**src/rtl/div_pkg.sv**
```systemverilog
// Shared types and helpers for the iterative divider.
// Latency: n/a (declarations only).
// Backpressure: n/a.
package div_pkg;

    typedef enum logic [1:0] {
        IDLE = 2'd0,
        ITER = 2'd1,
        DONE = 2'd2
    } div_state_e;

    localparam int DIV_WIDTH = 32;

    // Widest operand the sign helper handles; callers truncate back to WIDTH.
    localparam int HELPER_W = 64;

    // Step counter must hold 0..WIDTH.
    function automatic int cnt_width(input int w);
        return $clog2(w + 1);
    endfunction

    // Two's complement negate when en is set, pass-through otherwise.
    // Used both for abs() on capture and for the final sign correction.
    function automatic logic [HELPER_W-1:0] cond_neg(input logic [HELPER_W-1:0] x,
                                                     input logic                en);
        return en ? ((~x) + {{(HELPER_W-1){1'b0}}, 1'b1}) : x;
    endfunction

endpackage

```
**src/rtl/div_step.sv**
```systemverilog
// One restoring-division step: shift {rem, quo} left, subtract divisor if it fits.
// Latency: combinational.
// Backpressure: none.
// Ports: rem_i/quo_i/div_i current partial state, rem_o/quo_o next partial state.
module div_step
    import div_pkg::*;
#(
    parameter int WIDTH = DIV_WIDTH
) (
    input  logic [WIDTH-1:0] rem_i,
    input  logic [WIDTH-1:0] quo_i,
    input  logic [WIDTH-1:0] div_i,
    output logic [WIDTH-1:0] rem_o,
    output logic [WIDTH-1:0] quo_o
);

    // The shifted remainder needs one extra bit: rem < divisor before the
    // shift, so 2*rem+1 can exceed WIDTH bits.
    logic [WIDTH:0]   rem_sh;
    logic [WIDTH-1:0] diff;
    logic             fits;

    always_comb begin
        rem_sh = {rem_i, quo_i[WIDTH-1]};
        fits   = (rem_sh >= {1'b0, div_i});
        // Only consumed when fits, so the modular WIDTH-bit difference is exact.
        diff   = rem_sh[WIDTH-1:0] - div_i;
        if (fits) begin
            rem_o = diff;
            quo_o = {quo_i[WIDTH-2:0], 1'b1};
        end else begin
            rem_o = rem_sh[WIDTH-1:0];
            quo_o = {quo_i[WIDTH-2:0], 1'b0};
        end
    end

endmodule

```
**src/rtl/div_iter_unit.sv**
```systemverilog
// Iterative radix-2 restoring DIV/DIVU: lo_o = quotient, hi_o = remainder.
// Latency: WIDTH cycles start->ready_o (1 cycle for a zero divisor with DIV_ZERO_FAST_EN).
// Backpressure: none; busy_o stalls the requester, start_i ignored while busy, cancel_i kills.
// Ports: clk, rst (async active-low), start_i/signed_i/dividend_i/divisor_i request,
//        cancel_i flush, busy_o/ready_o status, lo_o/hi_o results held until next start.
// Option: define DIV_ZERO_FAST_EN to finish a zero-divisor request in one cycle.
module div_iter_unit
    import div_pkg::*;
#(
    parameter int WIDTH = DIV_WIDTH
) (
    input  logic             clk,
    input  logic             rst,
    input  logic             start_i,
    input  logic             signed_i,
    input  logic [WIDTH-1:0] dividend_i,
    input  logic [WIDTH-1:0] divisor_i,
    input  logic             cancel_i,
    output logic             busy_o,
    output logic             ready_o,
    output logic [WIDTH-1:0] lo_o,
    output logic [WIDTH-1:0] hi_o
);

    localparam int CW = cnt_width(WIDTH);

    div_state_e       state_q, state_d;
    logic [CW-1:0]    cnt_q, cnt_d;
    logic [WIDTH-1:0] rem_q, rem_d;
    logic [WIDTH-1:0] quo_q, quo_d;
    logic [WIDTH-1:0] dvs_q, dvs_d;     // |divisor|
    logic [WIDTH-1:0] raw_q, raw_d;     // dividend as given, for the /0 result
    logic             neg_quo_q, neg_quo_d;
    logic             neg_rem_q, neg_rem_d;
    logic [WIDTH-1:0] lo_q, lo_d;
    logic [WIDTH-1:0] hi_q, hi_d;

    logic [WIDTH-1:0] step_rem, step_quo;
    logic             start_acc;
    logic             last_step;
    logic             dvs_in_zero;

    div_step #(.WIDTH(WIDTH)) u_step (
        .rem_i (rem_q),
        .quo_i (quo_q),
        .div_i (dvs_q),
        .rem_o (step_rem),
        .quo_o (step_quo)
    );

    assign start_acc   = start_i && !cancel_i && (state_q != ITER);
    assign last_step   = (state_q == ITER) && (cnt_q == CW'(WIDTH - 1));
    assign dvs_in_zero = (divisor_i == '0);

    // State register
    always_ff @(posedge clk or negedge rst) begin
        if (!rst) begin
            state_q <= IDLE;
        end else begin
            state_q <= state_d;
        end
    end

    // Next-state logic; cancel overrides everything
    always_comb begin
        state_d = state_q;
        if (cancel_i) begin
            state_d = IDLE;
        end else begin
            case (state_q)
                IDLE, DONE: begin
                    if (start_i) begin
`ifdef DIV_ZERO_FAST_EN
                        state_d = dvs_in_zero ? DONE : ITER;
`else
                        state_d = ITER;
`endif
                    end else begin
                        state_d = IDLE;
                    end
                end
                ITER: begin
                    if (last_step) begin
                        state_d = DONE;
                    end
                end
                default: state_d = IDLE;
            endcase
        end
    end

    // Outputs
    always_comb begin
        busy_o  = (state_q == ITER);
        ready_o = (state_q == DONE);
        lo_o    = lo_q;
        hi_o    = hi_q;
    end

    // Datapath: capture on start, one step per ITER cycle, sign fix on the last
    always_comb begin
        cnt_d     = cnt_q;
        rem_d     = rem_q;
        quo_d     = quo_q;
        dvs_d     = dvs_q;
        raw_d     = raw_q;
        neg_quo_d = neg_quo_q;
        neg_rem_d = neg_rem_q;
        lo_d      = lo_q;
        hi_d      = hi_q;

        if (start_acc) begin
            cnt_d     = '0;
            rem_d     = '0;
            quo_d     = WIDTH'(cond_neg(HELPER_W'(dividend_i), signed_i & dividend_i[WIDTH-1]));
            dvs_d     = WIDTH'(cond_neg(HELPER_W'(divisor_i),  signed_i & divisor_i[WIDTH-1]));
            raw_d     = dividend_i;
            neg_quo_d = signed_i & (dividend_i[WIDTH-1] ^ divisor_i[WIDTH-1]);
            neg_rem_d = signed_i & dividend_i[WIDTH-1];
`ifdef DIV_ZERO_FAST_EN
            if (dvs_in_zero) begin
                lo_d = '1;
                hi_d = dividend_i;
            end
`endif
        end else if ((state_q == ITER) && !cancel_i) begin
            rem_d = step_rem;
            quo_d = step_quo;
            cnt_d = cnt_q + CW'(1);
            if (last_step) begin
                // abs(divisor)==0 only for a zero divisor; force the fixed
                // result rather than sign-correcting the degenerate quotient.
                if (dvs_q == '0) begin
                    lo_d = '1;
                    hi_d = raw_q;
                end else begin
                    lo_d = WIDTH'(cond_neg(HELPER_W'(step_quo), neg_quo_q));
                    hi_d = WIDTH'(cond_neg(HELPER_W'(step_rem), neg_rem_q));
                end
            end
        end
    end

    always_ff @(posedge clk or negedge rst) begin
        if (!rst) begin
            cnt_q     <= '0;
            rem_q     <= '0;
            quo_q     <= '0;
            dvs_q     <= '0;
            raw_q     <= '0;
            neg_quo_q <= 1'b0;
            neg_rem_q <= 1'b0;
            lo_q      <= '0;
            hi_q      <= '0;
        end else begin
            cnt_q     <= cnt_d;
            rem_q     <= rem_d;
            quo_q     <= quo_d;
            dvs_q     <= dvs_d;
            raw_q     <= raw_d;
            neg_quo_q <= neg_quo_d;
            neg_rem_q <= neg_rem_d;
            lo_q      <= lo_d;
            hi_q      <= hi_d;
        end
    end

endmodule
```
**config.mk**
```make
export PLATFORM = sky130hd
export DESIGN_NAME = div_iter_unit
export DESIGN_NICKNAME = d
export VERILOG_FILES = /design/src/rtl/div_pkg.sv /design/src/rtl/div_step.sv /design/src/rtl/div_iter_unit.sv
export SDC_FILE = /design/constraint.sdc
export NUM_CORES = 1
export LEC_CHECK = 0
export ABC_AREA = 1
export BUFFER_PORTS_ARGS = -buffer_cell sky130_fd_sc_hd__clkbuf_2
export CAP_MARGIN = 5
export CORE_ASPECT_RATIO = 1.25
export CORE_MARGIN = 3
export CORE_UTILIZATION = 55
export CTS_CLUSTER_DIAMETER = 150
export DETAILED_ROUTE_END_ITERATION = 7
export HOLD_SLACK_MARGIN = 0.08
export PLACE_DENSITY = 0.73
export SLEW_MARGIN = 20
export SYNTH_ARGS = -nofsm -noshare
export SYNTH_HDL_FRONTEND = slang
export SYNTH_SLANG_ARGS = --single-unit
export TNS_END_PERCENT = 20
```
**constraint.sdc**
```tcl
create_clock -name clk -period 4.8 [get_ports clk]
set_input_delay 1.44 -clock clk [delete_from_list [all_inputs] [get_ports clk]]
set_output_delay 1.44 -clock clk [all_outputs]
set_load 0.01 [all_outputs]
```
==> impl_metrics.toml, run 1 <==
[floorplan]
die_area_um2 = 28000
fp-row-count = 65
die_x_um = 150
ioPinCount = 135
initial_utilization_pct = 56.2
fp.coreArea_um2 = 25500
dieHeight_um = 186

[route]
wl_um = 48300
post_drt_wl_per_cell_um = 18.9
routed_vias_inst = 5.70
first_pass_iters = 5
num_vias = 14579
drtAntennaViolNets = 0
detail_route.drc_violations = 0
detailedRoute.firstIterationViolations = 1013

[timing]
hold_viol_final = 0
finalWorstPathRequiredPeriod_ns = 3.95
finalMaxSlewViolations = 0
setup_viol = 0
worstMarginPinSlew_ns = 0.890
setup_tns_ns = 0
timing.final.crit_share_pct = 82.2
max-slew-margin-rel_pct = 40.7
rsz0062_at_grt = "false"
timing.fmax_mhz = 253
holdWs_ns = 0.474
clock-skew-final_ns = 0.0409

[setup_path]
crit_arrival_ns = 4.35
crit_path_top_delay_cell = "dfrtp_1"
path_buf_inv = 3
setup.worst_path.end_class = "flip-flop"
max_stage_delay_ns = 0.39
required_ns = 5.21
cp-start-kind = "flip-flop"
worstPathCellList = "inv_1 > ha_1 > nand2_1 > nor2_1 > nand2_1 > nor3_2 > nand2_4 > nand2_4 > buf_4 > nand2_1 > nand2_1 > ha_1 > nand3_1 > nor2_2 > nand3_2 > inv_1 > nand2_1 > nand3_1 > nand3_1 > nand2_1 > nand2_1"
timing.critical_path.max_delay_family = "simple AND/OR/NAND/NOR gates"
path_class = "reg -> reg"
critPathMaxFanout = 36
cpMostUsedCell = "nand2_1"

[place]
finalWeightedCongestion = 0.965
numPlacedInstances = 2519
numPortBuffers = 134
dp.final_hpwl_um = 37100

[logic_synthesis]
postSynthAreaPerCell_um2 = 6.83
synth_enable_flop_cells = 0
multiplexer_fraction_of_the_synthesized_cell_area_pct = 0
synth_ff_type = "dfrtp_1"
synth.cell_area_um2 = 14300
ys_seq_elements = 202
synth-warning-count = 0
yosys.area_share.xor_xnor_pct = 3.31
synth_simple_gate_area_share_pct = 32.4
synth.area.top_cells = "dfrtp_1, nand2_1, inv_1"
compound_gate_fraction_of_synth_area_pct = 15.7
synth_seq_area_share_pct = 35.4
synth_cells = 2093
postSynthNetCount = 2200
synth_top_family_by_area = "simple AND/OR/NAND/NOR gates"
yosys.area.top_type_share_pct = 35.4
synthDominantAreaCellType = "dfrtp_1"
synthAdderAreaFrac_pct = 3.38
synth_async_sr_flop_share_pct = 100
netlist-cell-type-count = 65

[power]
power_density_nw_per_um2 = 680
power.static_leakage_uw = 0.00837
finalPower_uw = 10900
ir_worst_vdd_mv = 0.393

[cts]
tritoncts = "built"
clkLatencyLatePin_ns = 0.54
post-cts-setup-buffer-count = 0
clock_path_buffers = 3
cts.sinks = 202
cts_resized = 0
cts_made_buffers = 22
clk_pin_slew_worst_paths_ns = 0.07
cts_hold_repair.buffers = 0
level_count_of_the_clock_h_tree = 1
cts-root-buf = "clkbuf_16"

[min_path]
timing.hold.worst.class = "reg -> reg"

[global_route]
globalRouteTotalUtil_pct = 34.7
grt_max_degree = 109
via_count_of_the_first_global_routing_pass = 14067
grt_pass1_wl_um = 75900
antenna_found_initial = 0
grt_remaining_overflow = 0

[flow_run]
max_cap_violations = 0

[finish]
antennaDiodeCount = 0
layout.core_utilization_pct = 63.1
post_layout_nonfiller_instances = 2559
final_layout_size_suffix_gt1_share_pct = 14.0
nNetsFinal = 2315
synthToLayoutAreaGrowth_pct = 12.4

[outcome]
status = "finished, final reports clean"
[final timing paths]
check                          start         to  slack [ns]  depth (start not counted)
max                        dvs_q[20]   hi_o[28]        0.85                         21
min                         raw_q[3]   raw_q[3]        0.47                          2
max reg2reg                dvs_q[20]   hi_o[28]        0.85                         21
min reg2reg                 raw_q[3]   raw_q[3]        0.47                          2
max in group asynchronous        rst   lo_o[19]        2.78                          2
min in group asynchronous        rst  rem_q[10]        1.06                          1
[per-layer routing]
| metal | up-vias | global-route usage (%) | share of wire (%) |
|---|---|---|---|
| li1 | 7050 | - | - |
| met3 | 141 | 3.90 | 5.3 |
| met5 | - | 0 | 0 |
| met1 | 6848 | 42.3 | 40 |
| met4 | 0 | 17.6 | 5.9 |
| met2 | 540 | 61.1 | 49 |
[report_power, final]
part | switching, uW | leakage (uW) | internal (uW)
clock network | 777 | 0.000366 | 1070
registers | 363 | 0.00255 | 2010
logic | 4620 | 0.00545 | 2080
[worst reg2reg max path, stage by stage, from the launching register on]
cell and delay [ns]:
dfrtp_1 0.39, inv_1 0.11, ha_1 0.39, nand2_1 0.13, nor2_1 0.27, nand2_1 0.14, nor3_2 0.19, nand2_4 0.09
nand2_4 0.08, buf_4 0.39, nand2_1 0.11, nand2_1 0.21, ha_1 0.22, nand3_1 0.14, nor2_2 0.28, nand3_2 0.14
inv_1 0.08, nand2_1 0.09, nand3_1 0.08, nand3_1 0.13, nand2_1 0.11, nand2_1 0.05
[registers in the layout, summed over array words and instances, names as in the netlist]
signal / flops
dvs_q: 32
hi_o: 32
lo_o: 32
quo_q: 32
raw_q: 32
rem_q: 32
cnt_q: 6
state_q: 2
neg_quo_q: 1
neg_rem_q: 1
[layout make-up]
class / count / area, um^2
Clock buffer: 25 / 592
Clock inverter: 15 / 194
Inverter: 289 / 1090
Fill cell: 2435 / 9390
Multi-Input combinational cell: 1534 / 7840
Tap cell: 335 / 419
Timing Repair Buffer: 159 / 880
Sequential cell: 202 / 5050
[metrics by stage]
stage / instance area (um^2) / setup WS, ns
after floorplan: 14300 / 1.29
after global placement: 15300 / 0.855
after detailed placement: 15300 / 0.848
after CTS: 16100 / 0.895
after global routing: 16100 / 0.467
final: 16100 / 0.854
[cells in the mapped netlist (28+ instances only)]
cell type,instances
xor2_1,40
inv_1,266
nor3_1,29
clkbuf_1,56
nand3_1,110
nand4_1,28
dfrtp_1,202
nand2_1,584
nor2_1,182
a21oi_1,112
ha_1,37
o21ai_0,173
[layout by cell type (no fill, tap or decap), types with 28 or more instances in the layout]
cell type	count
nand4_1	28
nand2_1	584
o21ai_0	173
dfrtp_1	202
nor3_1	29
nand3_1	110
xor2_1	40
a21oi_1	112
inv_1	264
clkbuf_2	133
ha_1	37
nor2_1	179
[logic make-up (layout without fill, tap and decap cells)]
logic type / after synthesis / count (layout)
XOR/XNOR: 54 / 54
AND/OR/NAND/NOR: 1048 / 1048
buffers and inverters: 357 / 488
AO/OA/AOI/OAI: 394 / 394
adder cells (fa/ha/maj): 38 / 38
flip-flops: 202 / 202
(Power assumes the default switching activity.)
==> inputs of run 2 (changes only) <==
--- a/config.mk
+++ b/config.mk
@@ -14,7 +14,7 @@
 export CTS_CLUSTER_DIAMETER = 150
 export DETAILED_ROUTE_END_ITERATION = 7
 export HOLD_SLACK_MARGIN = 0.08
-export PLACE_DENSITY = 0.73
+export PLACE_DENSITY = 0.76
 export SLEW_MARGIN = 20
 export SYNTH_ARGS = -nofsm -noshare
 export SYNTH_HDL_FRONTEND = slang
==> constraint.sdc (replaced) <==
create_clock -name clk -period 3.15 [get_ports clk]
set_input_delay 0.945 -clock clk [delete_from_list [all_inputs] [get_ports clk]]
set_output_delay 0.945 -clock clk [all_outputs]
set_load 0.01 [all_outputs]
==> impl_metrics.toml, run 2 (synthesized netlist as in run 1, its figures left out) <==
[outcome]
status = "finished, violations left"
failed_checks = "setup timing"

[global_route]
grt_remaining_overflow = 0
antenna_found_initial = 0
via_count_of_the_first_global_routing_pass = 15922
grt_max_degree = 80
globalRouteTotalUtil_pct = 38.3
grt_pass1_wl_um = 83700

[floorplan]
initial_utilization_pct = 56.2
fp.coreArea_um2 = 25500
ioPinCount = 135
fp-row-count = 65
die_area_um2 = 28000
die_x_um = 150
dieHeight_um = 186

[route]
num_vias = 16058
detailedRoute.firstIterationViolations = 1218
detail_route.drc_violations = 0
drtAntennaViolNets = 0
first_pass_iters = 8
wl_um = 53800
post_drt_wl_per_cell_um = 19.0
routed_vias_inst = 5.65

[setup_path]
critical_path.reg2reg.endpoint = "lo_o[30]"
setup.worst_path.end_class = "flip-flop"
critPathMaxFanout = 4
max_stage_delay_ns = 0.39
required_ns = 3.62
path_buf_inv = 4
worstRegToRegCells = 22
cp_num_cells = 22
worstPathCellList = "inv_2 > ha_4 > nand2_4 > inv_4 > a21oi_4 > nand2_2 > nand2_2 > nand3_2 > nor2_4 > nand2_8 > inv_8 > ha_4 > nand2_4 > nor2_4 > nand4_1 > o41ai_2 > o21ai_1 > or2_1 > o21ai_1 > a21oi_1 > o21bai_1 > inv_1"
rrSetupSlack_ns = -0.17
worst_r2r_startpoint = "dvs_q[24]"
crit_path_top_delay_cell = "dfrtp_1"
crit_arrival_ns = 3.79
critical_path.endpoint = "lo_o[30]"
startpoint = "dvs_q[24]"
cp-start-kind = "flip-flop"
timing.critical_path.max_delay_family = "simple AND/OR/NAND/NOR gates"
path_class = "reg -> reg"

[cts]
cts-root-buf = "clkbuf_16"
tritoncts = "built"
clkLatencyLatePin_ns = 0.53
clock_path_buffers = 3
cts_hold_repair.buffers = 0
cts.sinks = 202
clk_pin_slew_worst_paths_ns = 0.06
cts_made_buffers = 23
level_count_of_the_clock_h_tree = 1

[power]
ir_worst_vdd_mv = 0.745
power.switching_fraction_pct = 48.7
clock_power_share_pct = 12.3
net-switching-power_uw = 10500
pint_uw = 11000
power.static_leakage_uw = 0.00983
p_comb_share_pct = 70.8
power_density_nw_per_um2 = 1130
power.sequential.fraction_pct = 17.0

[timing]
post-route-worst-setup-slack_ns = -0.173
timing.final.crit_share_pct = 106
setup_tns_ns = -0.403
clock-skew-final_ns = 0.0193
timing.fmax_mhz = 301
max-slew-margin-rel_pct = 56.0
holdWs_ns = 0.378
setup_viol = 9
finalWorstPathRequiredPeriod_ns = 3.32
finalMaxSlewViolations = 0
rsz0062_at_grt = "true"
worstMarginPinSlew_ns = 0.659
hold_viol_final = 0

[finish]
layout.cells.most_common_list = "nand2_1, buf_4, inv_1"
layout.cells.most_common = "nand2_1"
nNetsFinal = 2599
final_layout_size_suffix_gt1_share_pct = 28.9
post_layout_nonfiller_instances = 2841
antennaDiodeCount = 0
synthToLayoutAreaGrowth_pct = 32.8
nFillCells = 2029

[place]
numPortBuffers = 134
dp.final_hpwl_um = 41100
finalWeightedCongestion = 1.04
numPlacedInstances = 2779

[flow_run]
max_cap_violations = 0

[min_path]
timing.hold.worst.class = "in -> async"
==> run 2: cell count changes in the layout (fill, tap and decap cells not counted), sizes merged <==
cell / before / now
clkinv: 9 / 13
clkinvlp: 6 / 2
buf: 25 / 308
clkbuf: 159 / 162
bufinv: 3 / 1
inv: 286 / 284
==> run 2: worst min-delay path by stage <==
stage          startpoint   endpoint  slack (ns)  depth (start not counted)
4_1_cts               rst   dvs_q[6]        0.39                          1
2_1_floorplan   raw_q[10]  raw_q[10]        0.44                          2
3_5_place_dp     raw_q[6]   raw_q[6]        0.46                          2
5_1_grt               rst   dvs_q[6]        0.42                          1
3_3_place_gp     raw_q[5]   raw_q[5]        0.46                          2
6_report              rst   dvs_q[6]        0.38                          1
==> run 2: power groups by stage <==
stage	clock network (uW)	registers, uW	logic [uW]
4_1_cts	2660	3610	13900
2_1_floorplan	0	3500	8060
3_5_place_dp	0	3640	13300
6_report	2640	3650	15200
3_3_place_gp	0	3630	13200
5_1_grt	2780	3670	16600
==> run 2: layer usage <==
layer,share of wire (%),GRT usage (%),up-vias
li1,-,-,7609
met1,36,43.2,7538
met2,48,65.7,685
met3,6.5,6.08,226
met4,9.1,27.7,0
met5,0,0,-
==> run 2: area by class of cell <==
class | instances | area (um^2) | area share [%]
well taps | 335 | 419 | 2.21
multi-input cells | 1534 | 8600 | 45.3
repair buffers | 442 | 3090 | 16.2
inverters | 289 | 1090 | 5.76
flip-flops and latches | 202 | 5060 | 26.7
clock buffers | 28 | 634 | 3.34
clock inverters | 11 | 92.6 | 0.488
==> run 2: metrics by stage <==
| step | power, uW | setup WS (ns) | cell area (um^2) | utilization, % |
|---|---|---|---|---|
| after floorplan | 11600 | -0.109 | 14700 | - |
| after global placement | 16800 | -0.234 | 17700 | 69.4 |
| after detailed placement | 17000 | -0.297 | 17700 | 69.4 |
| after CTS | 20100 | -0.0230 | 18600 | 73.1 |
| after global routing | 23000 | -0.350 | 19000 | 74.6 |
| final | 21500 | -0.173 | 19000 | 74.6 |
==> run 2: repair_timing <==
action,CTS,global route
buffers inserted,10,13
setup endpoints to repair,22,42
resized for setup,42,87
pin swaps,17,34
gates cloned,1,0
